### config.mk
export PLATFORM = sky130hd
export DESIGN_NAME = mem_bus_master
export DESIGN_NICKNAME = d
export VERILOG_FILES = /design/src/rtl/mem_bus_pkg.sv /design/src/rtl/mem_bus_master.sv
export SDC_FILE = /design/constraint.sdc
export NUM_CORES = 1
export LEC_CHECK = 0
export BUFFER_PORTS_ARGS = -buffer_cell sky130_fd_sc_hd__buf_4
export CORE_MARGIN = 2
export CORE_UTILIZATION = 53
export CTS_BUF_LIST = sky130_fd_sc_hd__clkbuf_4
export DETAILED_ROUTE_END_ITERATION = 8
export GPL_ROUTABILITY_DRIVEN = 0
export HOLD_SLACK_MARGIN = 0.08
export PLACE_DENSITY = 0.82
export SKIP_CTS_REPAIR_TIMING = 1
export SLEW_MARGIN = 20
export SYNTH_ARGS = -nofsm -noshare
export SYNTH_HDL_FRONTEND = slang
export SYNTH_SLANG_ARGS = --single-unit
### constraint.sdc
create_clock -name clk -period 1.9 [get_ports clk]
set_input_delay 0.38 -clock clk [delete_from_list [all_inputs] [get_ports clk]]
set_output_delay 0.38 -clock clk [all_outputs]
set_load 0.02 [all_outputs]
### src/rtl/mem_bus_pkg.sv
// mem_bus_pkg: shared definitions for the memmod command/data bus.
// Used by mem_bus_master, memmod and their benches.
//   - bus widths (address, data, command)
//   - 2-bit opcodes carried in cmd[4:3]; cmd[2:0] carries beats-1
//   - bus-master FSM state encoding
//   - mk_cmd(): packs an opcode and a beat count into a command word
package mem_bus_pkg;

    localparam int ADDR_W = 8;
    localparam int DATA_W = 8;
    localparam int CMD_W  = 5;

    localparam logic [1:0] OP_NOP   = 2'b00;
    localparam logic [1:0] OP_WADDR = 2'b01;
    localparam logic [1:0] OP_WDATA = 2'b10;
    localparam logic [1:0] OP_RADDR = 2'b11;

    localparam logic [CMD_W-1:0] CMD_NOP = 5'b0;

    typedef enum logic [2:0] {
        ST_IDLE    = 3'd0,
        ST_WADDR   = 3'd1,
        ST_WDATA   = 3'd2,
        ST_RELEASE = 3'd3,
        ST_RADDR   = 3'd4,
        ST_RWAIT   = 3'd5,
        ST_RDATA   = 3'd6
    } state_e;

    function automatic logic [CMD_W-1:0] mk_cmd(input logic [1:0] op,
                                                 input logic [2:0] beats_m1);
        return {op, beats_m1};
    endfunction

endpackage

### src/rtl/mem_bus_master.sv
// mem_bus_master: bus-master stage in front of memmod.
// Converts a valid/ready request and a valid-only response stream into
// cycle-accurate command/data bus transactions.
//
// Parameters
//   READ_LATENCY  cycles from the read-address cycle to the first read beat
//                 driven by memmod (legal 2..7)
//   MAX_BEATS     maximum read burst length (power of 2, at most 8)
//
// Ports
//   clk, rst      single clock, synchronous active-high reset
//   req_valid     request present
//   req_ready     request accepted when valid && ready (high only in IDLE)
//   req_write     1 = single-beat write, 0 = burst read
//   req_addr      start address
//   req_len       read beats minus 1 (ignored for writes)
//   req_wdata     write data
//   rsp_valid     read beat valid (no backpressure)
//   rsp_last      final beat of the burst
//   rsp_rdata     read data
//   cmd           memmod command {opcode, beats-1}
//   data_out      bus drive value
//   data_oe       bus drive enable (the tristate is built one level up)
//   data_in       sampled bus value
module mem_bus_master
    import mem_bus_pkg::*;
#(
    parameter int READ_LATENCY = 2,
    parameter int MAX_BEATS    = 8
) (
    input  logic              clk,
    input  logic              rst,
    input  logic              req_valid,
    output logic              req_ready,
    input  logic              req_write,
    input  logic [ADDR_W-1:0] req_addr,
    input  logic [2:0]        req_len,
    input  logic [DATA_W-1:0] req_wdata,
    output logic              rsp_valid,
    output logic              rsp_last,
    output logic [DATA_W-1:0] rsp_rdata,
    output logic [CMD_W-1:0]  cmd,
    output logic [DATA_W-1:0] data_out,
    output logic              data_oe,
    input  logic [DATA_W-1:0] data_in
);

    // Latency counter starts at READ_LATENCY-1 in RADDR, so RWAIT lasts
    // READ_LATENCY-1 cycles and RDATA begins READ_LATENCY cycles after RADDR.
    localparam logic [2:0] LAT_LOAD = 3'(READ_LATENCY - 1);
    localparam logic [2:0] LEN_MASK = 3'(MAX_BEATS - 1);

    state_e            state_q, state_d;
    logic [ADDR_W-1:0] addr_q, addr_d;
    logic [DATA_W-1:0] wdata_q, wdata_d;
    logic [2:0]        len_q, len_d;
    logic [2:0]        lat_cnt_q, lat_cnt_d;
    logic [2:0]        beat_cnt_q, beat_cnt_d;
    logic              rsp_valid_q, rsp_valid_d;
    logic              rsp_last_q, rsp_last_d;
    logic [DATA_W-1:0] rsp_rdata_q, rsp_rdata_d;

    always_ff @(posedge clk) begin
        if (rst) begin
            state_q     <= ST_IDLE;
            addr_q      <= '0;
            wdata_q     <= '0;
            len_q       <= '0;
            lat_cnt_q   <= '0;
            beat_cnt_q  <= '0;
            rsp_valid_q <= 1'b0;
            rsp_last_q  <= 1'b0;
            rsp_rdata_q <= '0;
        end else begin
            state_q     <= state_d;
            addr_q      <= addr_d;
            wdata_q     <= wdata_d;
            len_q       <= len_d;
            lat_cnt_q   <= lat_cnt_d;
            beat_cnt_q  <= beat_cnt_d;
            rsp_valid_q <= rsp_valid_d;
            rsp_last_q  <= rsp_last_d;
            rsp_rdata_q <= rsp_rdata_d;
        end
    end

    always_comb begin
        state_d     = state_q;
        addr_d      = addr_q;
        wdata_d     = wdata_q;
        len_d       = len_q;
        lat_cnt_d   = lat_cnt_q;
        beat_cnt_d  = beat_cnt_q;
        rsp_valid_d = 1'b0;
        rsp_last_d  = 1'b0;
        rsp_rdata_d = rsp_rdata_q;
        req_ready   = 1'b0;
        cmd         = CMD_NOP;
        data_out    = '0;
        data_oe     = 1'b0;

        unique case (state_q)
            ST_IDLE: begin
                req_ready = 1'b1;
                if (req_valid) begin
                    addr_d  = req_addr;
                    wdata_d = req_wdata;
                    len_d   = req_len & LEN_MASK;
                    state_d = req_write ? ST_WADDR : ST_RADDR;
                end
            end
            ST_WADDR: begin
                cmd      = mk_cmd(OP_WADDR, 3'd0);
                data_out = addr_q;
                data_oe  = 1'b1;
                state_d  = ST_WDATA;
            end
            ST_WDATA: begin
                cmd      = mk_cmd(OP_WDATA, 3'd0);
                data_out = wdata_q;
                data_oe  = 1'b1;
                state_d  = ST_RELEASE;
            end
            ST_RELEASE: begin
                state_d = ST_IDLE;
            end
            ST_RADDR: begin
                cmd        = mk_cmd(OP_RADDR, len_q);
                data_out   = addr_q;
                data_oe    = 1'b1;
                lat_cnt_d  = LAT_LOAD;
                beat_cnt_d = len_q;
                state_d    = ST_RWAIT;
            end
            ST_RWAIT: begin
                // First RWAIT cycle is the bus turnaround; memmod drives
                // from the first RDATA cycle on.
                lat_cnt_d = lat_cnt_q - 3'd1;
                if (lat_cnt_q == 3'd1) begin
                    state_d = ST_RDATA;
                end
            end
            ST_RDATA: begin
                // Beat sampled here is presented one cycle later.
                rsp_valid_d = 1'b1;
                rsp_rdata_d = data_in;
                rsp_last_d  = (beat_cnt_q == 3'd0);
                if (beat_cnt_q == 3'd0) begin
                    state_d = ST_IDLE;
                end else begin
                    beat_cnt_d = beat_cnt_q - 3'd1;
                end
            end
            default: begin
                state_d = ST_IDLE;
            end
        endcase

        // Reset wins over whatever the current state would drive, so an
        // aborted transaction never leaves the bus driven in the reset cycle.
        if (rst) begin
            req_ready = 1'b0;
            cmd       = CMD_NOP;
            data_out  = '0;
            data_oe   = 1'b0;
        end
    end

    assign rsp_valid = rsp_valid_q;
    assign rsp_last  = rsp_last_q;
    assign rsp_rdata = rsp_rdata_q;

endmodule

==> metrics.txt, run 1 <==
Initial DRC Count 96; Syn Std Cell Area 1850 sq um; P_leak 1.02 nW; CP max FO 5; hold-critical path depth 3; clock sink count 38; post-synth cell types 44; multiplexer share of the synthesized area 1.76%; Max clock buf depth 2; number of flops mapped to enable cells by yosys 0; clock root buffer clkbuf_4; hold path startpoint req_wdata[6]; Synth Instances 231; share of cells above drive strength 1 34.6%; Row Count 21; synth cell count leaders nand2_1 (48), dfxtp_1 (38), a21oi_1 (34); Antenna diodes 0; DR pass1 iterations 4; final core occ 74.5%; Reg clk slew, reported paths 110 ps; largest net degree at the start of global routing 40; Syn Area/Cell 8.00 sq um; cell area after layout 2480 sq um; endpoint type of the worst setup path output pin; Synth Flop Type dfxtp_1; Synth Area in Simple Gates 25.5%; outcome complete, but fails checks; placement-stage cell area 2290 sq um; worst endpoint required time 1520 ps; top cell type's share of synthesized area 41.2%; first-pass GRT wire length 6.68 mm; # port buffers 55; Die ar. 3980 sq um; Final period util 105%; PwrDens 1120 nW/um^2; CTS Buf Count 5; Compound-Gate Fraction of Synth Area 20.9%; maximum vdd drop 0.000737 V; Final Hold Vio Count 0; combinational family with the most area after synthesis simple AND/OR/NAND/NOR gates; Yosys reg bits 38; max_cap viols 0; synth-to-layout area growth 34.5%; Yosys top cell by area dfxtp_1; DRC violations left 0; H-tree lvl count 2; max frequency 0.502 GHz; Die Y 63.1 um; top area cells in the synthesized netlist dfxtp_1 (41%), nand2_1 (9.7%), a21oi_1 (9.2%); Post-DP HPWL 2.99 mm; failing checks negative setup slack; critical path type reg2out; syn_nets 266; min Tclk post-route 1990 ps; Slew headroom 72.9%; core area 3340 sq um; clk_skew 7.70 ps; CTS tree built; Final ANT Viol Nets 0; routed length per instance 13.4 um; Ys Warns 0; gr ovfl total 0; clk_lat worst skew 360 ps; Chip Width 63.1 um; vias in the first global route 1475; top-count cell post-synth nand2_1; Top-Level Pins 56; Initial Util 55.4%; setup slack, reg-to-reg 400 ps; Slew Viols, Final 0; async set-reset flop share out of synthesis 0%; reg2reg path depth 6; Reg2Reg Capture Point wdata_q[3]$_SDFFE_PP0P_; final wirelength 4.51 mm; area share of fa/ha/maj cells after synthesis 2.71%; hold slack 257 ps; via/cell ratio 5.32; Worst-Margin Slew 406 ps; critical path launch point type flip-flop; WP data arrival 1610 ps; setup ws final -92.8 ps; post-synthesis sequential area ratio 41.2%; worst r2r src state_q[1]$_SDFFE_PP0P_; Synth Area in XOR/XNOR 0.474%; GRT Overall Usage 21.3%; via count 1798; initial antenna violation count 0; pre-CTS WS 222 ps; final setup vio count 9; Endpoint, Worst Hold wdata_q[6]$_SDFFE_PP0P_; Final nets 327; Hold Path Class in2reg; RSZ-0062 raised after global routing true
==> final cells by class <==
cell class | instances | area [sq um]
Clock buffer | 5 | 37.5
Fill cell | 264 | 852
Multi-Input combinational cell | 168 | 1010
Sequential cell | 38 | 769
Inverter | 7 | 28.8
Tap cell | 46 | 57.6
Clock inverter | 2 | 33.8
Timing Repair Buffer | 72 | 552
==> worst max-delay path by stage <==
stage	end	slack, ps	startpoint
2_1_floorplan	req_ready	80	state_q[2]$_SDFFE_PP0P_
3_3_place_gp	data_out[3]	250	state_q[0]$_SDFFE_PP0P_
3_5_place_dp	data_out[7]	220	state_q[1]$_SDFFE_PP0P_
4_1_cts	data_out[7]	-180	state_q[1]$_SDFFE_PP0P_
5_1_grt	data_out[7]	-170	state_q[0]$_SDFFE_PP0P_
6_report	data_out[3]	-90	state_q[1]$_SDFFE_PP0P_
==> routing by layer <==
| metal | share of wire (%) | GRT usage [%] |
|---|---|---|
| met1 | 44 | 28.6 |
| met2 | 49 | 32.0 |
| met3 | 5.5 | 5.71 |
| met4 | 2.1 | 9.17 |
| met5 | 0 | 0 |
==> through the flow <==
step | power [mW] | std cells | setup TNS, ps
after global placement | 2.05 | 325 | 0
after global routing | 2.95 | 338 | -1170
after CTS | 2.59 | 332 | -1670
final | 2.79 | 338 | -558
after floorplan | 1.79 | 231 | 0
after detailed placement | 2.07 | 325 | 0
==> report_power, final <==
part	internal [mW]	leakage, nW	switching (mW)
clock network	0.266	0.0387	0.267
registers	0.924	0.311	0.109
logic	0.543	0.671	0.678
==> logic make-up after synthesis <==
group / count (synthesis)
AOI/OAI and AO/OA: 61
xor gates and xnor gates: 1
adders and majority gates: 4
buffers and inverters: 25
DFF: 38
muxes: 3
and+or+nand+nor: 99
==> layout by cell type (no fill, tap or decap), types with 2 or more instances in the layout <==
| master | instances |
|---|---|
| buf_4 | 69 |
| nand2_1 | 48 |
| dfxtp_1 | 35 |
| a21oi_1 | 33 |
| nor2_1 | 14 |
| nand3_1 | 8 |
| inv_1 | 6 |
| nand2b_1 | 5 |
| a22o_1 | 5 |
| a22oi_2 | 5 |
| clkbuf_4 | 5 |
| nor2b_1 | 4 |
| ha_1 | 4 |
| nor3_1 | 3 |
| o21ai_0 | 3 |
| buf_6 | 3 |
| nor3_2 | 2 |
| nor2b_4 | 2 |
| and3_1 | 2 |
| a22oi_1 | 2 |
| nand3b_1 | 2 |
| and2_1 | 2 |
| a31oi_1 | 2 |
| dfxtp_4 | 2 |
==> state kept, by name (all words and copies together) (netlist names) <==
register and count:
rsp_rdata 8, addr_q 8, rsp_last 1, wdata_q 8, lat_cnt_q 3, rsp_valid 1
len_q 3, beat_cnt_q 3, state_q 3
==> worst max-delay path: stages (launching register included) <==
cell and delay, ps:
dfxtp_4 390, nor2b_4 130, buf_6 130, a22o_1 200, a22oi_1 170, nor2_1 70
buf_4 170
Note: power is estimated with default switching activity, not from simulation.
==> inputs of run 2 (changes only) <==
Settings changed: CTS_CLUSTER_DIAMETER set to 40.
Clock period 1.9 ns to 2.1 ns, I/O delays scaled along.
==> run 2 against run 1 <==
The flow now finishes without violations. Clock skew about the same. Critical endpoint is now data_out[5]. Count of clock-buffer cells in the layout unchanged. Worst setup slack improved by 160 ps. First-iteration DRC count increased by 13%.
==> metrics.txt, run 2 (synthesis results as in run 1) <==
DR pass1 iterations 5 (+1); Worst-Margin Slew 440 ps (+33.4 ps); Top-Level Pins 56 (unchanged); GRT Overall Usage 22.8% (+1.5 points); Slew headroom 70.6% (-2.3 points); first-pass GRT wire length 7.05 mm (+5.6%); Final ANT Viol Nets 0 (unchanged); clock root buffer clkbuf_4; Final period util 96.6%; final setup vio count 0 (-9); critical path launch point type flip-flop; total power 2.35 mW (-16%); Chip Width 63.1 um (unchanged); CTS tree built; Final nets 324 (-0.92%); # port buffers 55 (unchanged); initial antenna violation count 0 (unchanged); # fillers 279 (+5.7%); vias in the first global route 1666 (+13%); Setup TNS 0 ps (+558 ps); largest net degree at the start of global routing 39 (-2.5%); Antenna diodes 0 (unchanged); Post-DP HPWL 2.92 mm (-2.3%); leading cell type in the layout, fill and taps excluded buf_4; P_leak 0.999 nW (-2.1%); final wirelength 4.45 mm (-1.4%); Hold Path Class in2reg; H-tree lvl count 2 (unchanged); DRC violations left 0 (unchanged); cell area after layout 2420 sq um (-2.8%); gr ovfl total 0 (unchanged); core area 3340 sq um (unchanged); via count 1793 (-0.28%); Slew Viols, Final 0 (unchanged); hold slack 295 ps (+37.5 ps); Initial DRC Count 108 (+13%); final core occ 72.4% (-2.1 points); setup ws final 70.4 ps (+163 ps); critical path type reg2out; Initial Util 55.4% (unchanged); via/cell ratio 5.35 (+0.61%); worst endpoint required time 1680 ps (+160 ps); clk_skew 7.41 ps (-0.290 ps); Post-Place Cells 323 (-0.62%); endpoint type of the worst setup path output pin; outcome completed; max_cap viols 0 (unchanged); most frequent cells in the layout buf_4 (67), nand2_1 (48), dfxtp_1 (35), a21oi_1 (33), nor2_1 (14); synth-to-layout area growth 30.7%; Die ar. 3980 sq um (unchanged); Die Y 63.1 um (unchanged); RSZ-0062 raised after global routing true; WP data arrival 1610 ps (about the same); max frequency 0.493 GHz; maximum vdd drop 0.000482 V (-35%); pre-CTS WS 258 ps (+35.9 ps); Final Hold Vio Count 0 (unchanged); share of cells above drive strength 1 32.5% (-2.1 points); CTS Buf Count 5 (unchanged); Max clock buf depth 2 (unchanged); min Tclk post-route 2030 ps; Row Count 21 (unchanged); routed length per instance 13.3 um (-0.56%); clk_lat worst skew 350 ps (about the same); clock sink count 38 (unchanged); placement-stage cell area 2270 sq um (-0.66%); CP max FO 10 (+5); Reg clk slew, reported paths 110 ps (about the same); post-route non-filler standard cell count 335 (-0.89%); PwrDens 971 nW/um^2 (-13%)
run 2: worst paths after layout:
path | start | to | slack, ps | cells past startpoint
max | state_q[1]$_SDFFE_PP0P_ | data_out[5] | 70 | 6
min | req_wdata[2] | wdata_q[2]$_SDFFE_PP0P_ | 290 | 3
max reg2reg | state_q[2]$_SDFFE_PP0P_ | beat_cnt_q[0]$_SDFFE_PP0P_ | 550 | 5
min reg2reg | addr_q[0]$_SDFFE_PP0P_ | addr_q[0]$_SDFFE_PP0P_ | 460 | 2
run 2: worst max-delay path, cell delays in order, from the launching register on:
cell	delay, ps
dfxtp_4	390
nor2b_4	140
buf_6	140
a22o_1	220
a22oi_1	140
nor2_1	60
buf_4	170
run 2: final cells by class:
type,instances,area (sq um),area share [%]
clock buffer,5,37.5,1.55
clock inverter,2,10.0,0.414
inverter,7,26.3,1.09
multi-input combinational,168,987,40.9
sequential,38,772,32.0
tap,46,57.6,2.38
timing repair buffer,69,526,21.8
run 2: report_power, final:
| group | total, mW | internal, mW | switching [mW] |
|---|---|---|---|
| combinational | 1.05 | 0.463 | 0.586 |
| clock | 0.365 | 0.120 | 0.244 |
| sequential | 0.933 | 0.838 | 0.0947 |
run 2: per-layer routing:
| metal | wire (um) | track usage [%] |
|---|---|---|
| met1 | 1970 | 27.7 |
| met2 | 2130 | 37.4 |
| met5 | 0 | 0 |
| met4 | 99 | 8.89 |
| met3 | 243 | 7.32 |
